`config.mk`:
```
export PLATFORM = sky130hd
export DESIGN_NAME = sound_glu
export DESIGN_NICKNAME = d
export VERILOG_FILES = /design/src/rtl/sound_glu.sv
export SDC_FILE = /design/constraint.sdc
export NUM_CORES = 1
export LEC_CHECK = 0
export BUFFER_PORTS_ARGS = -buffer_cell sky130_fd_sc_hd__buf_2
export CORE_UTILIZATION = 40
export CTS_BUF_LIST = sky130_fd_sc_hd__clkbuf_8
export CTS_CLUSTER_DIAMETER = 30
export DETAILED_ROUTE_END_ITERATION = 8
export PLACE_DENSITY = 0.58
export SLEW_MARGIN = 10
export SYNTH_ARGS = -nofsm -noshare
export SYNTH_HDL_FRONTEND = slang
export SYNTH_SLANG_ARGS = --single-unit
export TNS_END_PERCENT = 30
```
`constraint.sdc`:
```
create_clock -name clk_sys -period 4.15 [get_ports clk_sys]
set_clock_uncertainty 0.15 [all_clocks]
set_input_delay 0.6225 -clock clk_sys [delete_from_list [all_inputs] [get_ports clk_sys]]
set_output_delay 0.6225 -clock clk_sys [all_outputs]
set_load 0.1 [all_outputs]
```
`src/rtl/sound_glu.sv`:
```
// sound_glu - IIgs Sound GLU soft-switch responder ($C03C-$C03F).
//
// Bridges CPU accesses from the IO decoder strobe interface to either the
// sound RAM (request/acknowledge) or the DOC register file (single-cycle).
// Owns SOUNDCTL, SOUNDDATA, SOUNDADRL/H, address auto-increment, the
// one-deep stale read latch and the busy flag.
//
// Build option: SOUNDGLU_BUSY_EN
//   defined   - CTL bit7 reads busy; DATA accesses while busy are dropped.
//   undefined - CTL bit7 reads 0; DATA accesses while busy are held in a
//               one-entry queue (last one wins) and launch on return to idle.
//
// Ports:
//   clk_sys, reset         clock, async active-high reset
//   strobe, rw, addr, din  single-cycle IO access (rw=1 read)
//   dout                   registered read data
//   ram_*                  sound RAM request/acknowledge port
//   doc_*                  DOC register port (rdata valid cycle after doc_re)
//   volume                 SOUNDCTL[3:0]

module sound_glu #(
    parameter int RAM_AW = 16
) (
    input  logic              clk_sys,
    input  logic              reset,
    input  logic              strobe,
    input  logic              rw,
    input  logic [7:0]        addr,
    input  logic [7:0]        din,
    output logic [7:0]        dout,
    output logic              ram_req,
    output logic              ram_we,
    output logic [RAM_AW-1:0] ram_addr,
    output logic [7:0]        ram_wdata,
    input  logic [7:0]        ram_rdata,
    input  logic              ram_ack,
    output logic [7:0]        doc_addr,
    output logic              doc_we,
    output logic              doc_re,
    output logic [7:0]        doc_wdata,
    input  logic [7:0]        doc_rdata,
    output logic [3:0]        volume
);

    typedef enum logic [2:0] {
        S_IDLE,
        S_RAM_WAIT,
        S_DOC_WR,
        S_DOC_RD,
        S_DOC_CAP
    } state_t;

    state_t            state_q;
    logic [6:0]        ctl_q;
    logic [RAM_AW-1:0] a_q;
    logic [RAM_AW-1:0] a_d;
    logic [7:0]        latch_q;
    logic [7:0]        dout_q;
    logic              ram_req_q;
    logic              ram_we_q;
    logic [RAM_AW-1:0] ram_addr_q;
    logic [7:0]        ram_wdata_q;
    logic [7:0]        doc_addr_q;
    logic              doc_we_q;
    logic              doc_re_q;
    logic [7:0]        doc_wdata_q;

    logic              busy;
    logic              busy_rd;
    logic              data_acc;
    logic [15:0]       a16;
    logic              go;
    logic              go_rw;
    logic [RAM_AW-1:0] go_addr;
    logic [7:0]        go_data;
    logic              inc;

`ifndef SOUNDGLU_BUSY_EN
    logic              q_valid_q;
    logic              q_rw_q;
    logic [RAM_AW-1:0] q_addr_q;
    logic [7:0]        q_data_q;
    logic              q_load;
`endif

    assign busy     = (state_q != S_IDLE);
    assign data_acc = strobe && (addr == 8'h3D);
    assign a16      = 16'(a_q);

`ifdef SOUNDGLU_BUSY_EN
    assign busy_rd = busy;
`else
    assign busy_rd = 1'b0;
`endif

    // Launch selection. A launch always captures the address as it stands
    // now; the increment lands in a_q on the same edge.
    always_comb begin
        go      = 1'b0;
        go_rw   = rw;
        go_addr = a_q;
        go_data = din;
`ifdef SOUNDGLU_BUSY_EN
        if (data_acc && !busy) begin
            go = 1'b1;
        end
        inc = data_acc && !busy && ctl_q[5];
`else
        q_load = 1'b0;
        if (!busy && q_valid_q) begin
            // Queued access goes first; a strobe in this same cycle
            // takes its place in the queue.
            go      = 1'b1;
            go_rw   = q_rw_q;
            go_addr = q_addr_q;
            go_data = q_data_q;
            q_load  = data_acc;
        end else if (data_acc && !busy) begin
            go = 1'b1;
        end else if (data_acc) begin
            q_load = 1'b1;
        end
        // Queued accesses also take their increment at strobe time.
        inc = data_acc && ctl_q[5];
`endif
    end

    always_comb begin
        a_d = a_q;
        if (inc) begin
            a_d = a_q + RAM_AW'(1);
        end else if (strobe && !rw && addr == 8'h3E) begin
            a_d = RAM_AW'({a16[15:8], din});
        end else if (strobe && !rw && addr == 8'h3F) begin
            a_d = RAM_AW'({din, a16[7:0]});
        end
    end

    always_ff @(posedge clk_sys or posedge reset) begin
        if (reset) begin
            state_q     <= S_IDLE;
            ctl_q       <= '0;
            a_q         <= '0;
            latch_q     <= '0;
            dout_q      <= '0;
            ram_req_q   <= 1'b0;
            ram_we_q    <= 1'b0;
            ram_addr_q  <= '0;
            ram_wdata_q <= '0;
            doc_addr_q  <= '0;
            doc_we_q    <= 1'b0;
            doc_re_q    <= 1'b0;
            doc_wdata_q <= '0;
`ifndef SOUNDGLU_BUSY_EN
            q_valid_q   <= 1'b0;
            q_rw_q      <= 1'b0;
            q_addr_q    <= '0;
            q_data_q    <= '0;
`endif
        end else begin
            doc_we_q <= 1'b0;
            doc_re_q <= 1'b0;
            a_q      <= a_d;

            if (strobe && !rw && addr == 8'h3C) begin
                ctl_q <= din[6:0];
            end

            if (strobe && rw) begin
                case (addr)
                    8'h3C:   dout_q <= {busy_rd, ctl_q};
                    8'h3D:   dout_q <= latch_q;
                    8'h3E:   dout_q <= a16[7:0];
                    8'h3F:   dout_q <= a16[15:8];
                    default: dout_q <= dout_q;
                endcase
            end

`ifndef SOUNDGLU_BUSY_EN
            if (q_load) begin
                q_valid_q <= 1'b1;
                q_rw_q    <= rw;
                q_addr_q  <= a_q;
                q_data_q  <= din;
            end else if (go) begin
                q_valid_q <= 1'b0;
            end
`endif

            case (state_q)
                S_IDLE: begin
                    if (go) begin
                        if (ctl_q[6]) begin
                            state_q     <= S_RAM_WAIT;
                            ram_req_q   <= 1'b1;
                            ram_we_q    <= !go_rw;
                            ram_addr_q  <= go_addr;
                            ram_wdata_q <= go_data;
                        end else if (go_rw) begin
                            state_q    <= S_DOC_RD;
                            doc_re_q   <= 1'b1;
                            doc_addr_q <= go_addr[7:0];
                        end else begin
                            state_q     <= S_DOC_WR;
                            doc_we_q    <= 1'b1;
                            doc_addr_q  <= go_addr[7:0];
                            doc_wdata_q <= go_data;
                        end
                    end
                end
                S_RAM_WAIT: begin
                    if (ram_ack) begin
                        ram_req_q <= 1'b0;
                        if (!ram_we_q) begin
                            latch_q <= ram_rdata;
                        end
                        state_q <= S_IDLE;
                    end
                end
                S_DOC_WR: state_q <= S_IDLE;
                S_DOC_RD: state_q <= S_DOC_CAP;
                S_DOC_CAP: begin
                    latch_q <= doc_rdata;
                    state_q <= S_IDLE;
                end
                default: state_q <= S_IDLE;
            endcase
        end
    end

    assign dout      = dout_q;
    assign ram_req   = ram_req_q;
    assign ram_we    = ram_we_q;
    assign ram_addr  = ram_addr_q;
    assign ram_wdata = ram_wdata_q;
    assign doc_addr  = doc_addr_q;
    assign doc_we    = doc_we_q;
    assign doc_re    = doc_re_q;
    assign doc_wdata = doc_wdata_q;
    assign volume    = ctl_q[3:0];

endmodule

```
==> results_dict.tcl <==
set metrics [dict create \
    gp_congestion 0.8413 \
    power.density_mw_per_mm2 310.3 \
    synthDistinctLibCells 53 \
    wirelength_um 12960 \
    slew_headroom 0.3328 \
    crit_family "simple AND/OR/NAND/NOR gates" \
    ys_seq_area_frac 0.5191 \
    vias_per_cell 5.290 \
    htree_levels 3 \
    syn_area_mm2 0.005399 \
    clk_latency_ns 0.39 \
    synth_seq_cells 112 \
    cp-start-kind "input port" \
    grt_start_max_net_pins 113 \
    grt.overflow.total 0 \
    slew_viol_final 0 \
    synth-warning-count 0 \
    leakage_uw 0.003095 \
    grt_pass1_wl_um 21580 \
    detail_route.wl_per_cell_um 18.18 \
    ant_nets 0 \
    syn_area_per_cell_um2 11.97 \
    antenna_found_initial 0 \
    grt_use_total 0.2004 \
    hpwlAfterDp_um 8985 \
    setup_viol 0 \
    die_w_um 118.2 \
    cts_tree "built" \
    synth_edf_count 0 \
    cp_max_fo 14 \
    drive_gt1_frac 0.4022 \
    cts_buffers 9 \
    status "finished, final reports clean" \
    start_util 0.4093 \
    vias 3772 \
    die_h_um 118.2 \
    worst_path_max_delay_cell "nor3_4" \
    drcViolationCount 0 \
    nNetsFinal 570 \
    path_cells "buf_2 > nor3b_1 > nand2_1 > nor3_4 > buf_4 > mux2_2" \
    die_area_mm2 0.01397 \
    postCtsSetupBuffers 0 \
    tightestPinTransition_ns 0.9932 \
    slowest_delay_ns 0.64 \
    clock_path_buffers 2 \
    portBuffers 92 \
    area_growth_pct 13.81 \
    setup_tns_ns 0 \
    synth_cells 451 \
    cp.required_ns 4.27 \
    synthArstFlopShare 1.000 \
    cp-end-kind "flop" \
    grt_pass1_vias 3832 \
    root_buffer "clkbuf_8" \
    fin_crit_sh 0.6418 \
    total_power_uw 1907 \
    min_period_ns 2.664 \
    fmax_ghz 0.3754 \
    core-area_mm2 0.01319 \
    worstSetupPathType "in -> reg" \
    grt_setup_unrepaired "no" \
    pin_count 93 \
    ctsResizeCount 0 \
    ir_drop_uv 189.2 \
    path_buf_inv 2 \
    n_antenna_cell 0 \
    synth_flop_cell "dfrtp_1" \
    cts.sinks 112 \
    syn_nets 489 \
    drt_iter0_markers 205 \
    maxCapViolCount 0 \
    hold_violations 0 \
    clkTransAtPathRegs_ns 0.09 \
    worstPathArrival_ns 2.79 \
    rows 42 \
    postCtsHoldBufs 0 \
    first_pass_iters 4 \
    hp-class "in -> async" \
]
==> final timing paths <==
path | end | slack [ns] | startpoint | cells after the start
max in group asynchronous | a16[6] | 3.14 | reset | 3
hold reg to reg | dout[4] | 0.34 | dout[4] | 2
setup / recovery | q_addr_q[4] | 1.49 | addr[7] | 6
setup reg to reg | ram_addr[9] | 1.61 | state_q[0] | 6
min in group clk_sys | state_q[0] | 0.29 | ram_ack | 2
hold / removal | doc_addr[6] | 0.16 | reset | 3
==> sequential cells by signal (all words and copies together), names as in the netlist <==
| register | cells |
|---|---|
| q_data_q | 8 |
| q_addr_q | 16 |
| ram_wdata | 8 |
| doc_addr | 8 |
| q_valid_q | 1 |
| doc_wdata | 8 |
| state_q | 3 |
| latch_q | 8 |
| ram_we | 1 |
| doc_we | 1 |
| ram_req | 1 |
| ram_addr | 16 |
| dout | 8 |
| doc_re | 1 |
| a16 | 16 |
| ctl_q | 7 |
| q_rw_q | 1 |
==> layout by cell type (no fill, tap or decap), drive strengths merged, types with 2 or more instances in the layout <==
master and n:
a21o 3, a21oi 22, a22oi 2, and2 5
and3 3, and3b 2, and4 3, buf 97
clkbuf 10, clkinv 3, dfrtp 112, inv 10
mux2 95, mux2i 17, nand2 32, nand3 10
nand4 6, nor2 27, nor2b 3, nor3 9
nor3b 6, nor4 3, o211ai 6, o21ai 19
o22ai 8, or2 2, or3 2
==> cell type report <==
class	instances	area (um^2)
multi-input combinational	304	2406
timing repair buffer	97	510.5
clock buffer	10	137.6
inverter	8	32.53
sequential	112	2803
fill	1242	7046
clock inverter	6	35.03
tap	176	220.2
==> per-layer routing <==
| metal | vias to the layer above | part of all wire | global-route usage |
|---|---|---|---|
| met5 | - | 0 | 0 |
| met4 | 0 | 0.015 | 0.06811 |
| met3 | 13 | 0.044 | 0.03282 |
| met2 | 85 | 0.45 | 0.2996 |
| met1 | 1889 | 0.49 | 0.2937 |
| li1 | 1785 | - | - |
==> cells by family after synthesis <==
| group | count (synthesis) | synth area share |
|---|---|---|
| buffers and inverters | 35 | 0.03685 |
| and+or+nand+nor | 119 | 0.1177 |
| adders and majority gates | 1 | 0.002317 |
| AOI/OAI and AO/OA | 72 | 0.08112 |
| DFF | 112 | 0.5191 |
| muxes | 112 | 0.2429 |
==> where the power goes <==
part           switching (uW)  internal [uW]  leakage [uW]
registers                20.0           1110       0.00155
clock network             379            232     0.0000936
logic                     114           49.7       0.00145
==> synthesized netlist by cell type (3+ instances only) <==
| cell type | number | area share |
|---|---|---|
| inv_1 | 8 | 0.0056 |
| buf_4 | 6 | 0.0083 |
| o22ai_1 | 8 | 0.0093 |
| nand2_1 | 31 | 0.022 |
| nand3_1 | 10 | 0.0093 |
| and3_1 | 3 | 0.0035 |
| nor2_1 | 26 | 0.018 |
| nor2b_1 | 3 | 0.0035 |
| nor4_1 | 3 | 0.0035 |
| and2_1 | 5 | 0.0058 |
| nor3b_1 | 6 | 0.0083 |
| nand4_1 | 6 | 0.0070 |
| nor3_1 | 8 | 0.0074 |
| a21oi_1 | 22 | 0.020 |
| mux2_2 | 76 | 0.16 |
| a21o_1 | 3 | 0.0042 |
| mux2_4 | 19 | 0.053 |
| buf_2 | 6 | 0.0056 |
| dfrtp_1 | 112 | 0.52 |
| mux2i_1 | 17 | 0.032 |
| o211ai_1 | 6 | 0.0083 |
| clkbuf_1 | 8 | 0.0056 |
| o21ai_0 | 19 | 0.018 |
| buf_6 | 5 | 0.010 |
==> through the flow <==
| stage | worst slack (ns) | cells | cell area (um^2) | hold slack [ns] | util |
|---|---|---|---|---|---|
| after floorplan | 0.4185 | 451 | 5399 | 0.3139 | - |
| after global placement | 1.142 | 697 | 5972 | 0.3107 | 0.4528 |
| after detailed placement | 1.101 | 697 | 5972 | 0.3152 | 0.4528 |
| after CTS | 1.518 | 713 | 6145 | 0.2425 | 0.4659 |
| after global routing | 1.300 | 713 | 6145 | 0.2805 | 0.4659 |
| final | 1.486 | 713 | 6145 | 0.1561 | 0.4659 |
==> worst register-to-register path, stage by stage (launching register included) <==
cell and delay [ns]:
dfrtp_1 0.48, nor4b_4 0.29, buf_4 0.39, a21o_1 0.17, and2_1 0.13, buf_4 0.43, mux2_2 0.40
Note: power is estimated with default switching activity, not from simulation.
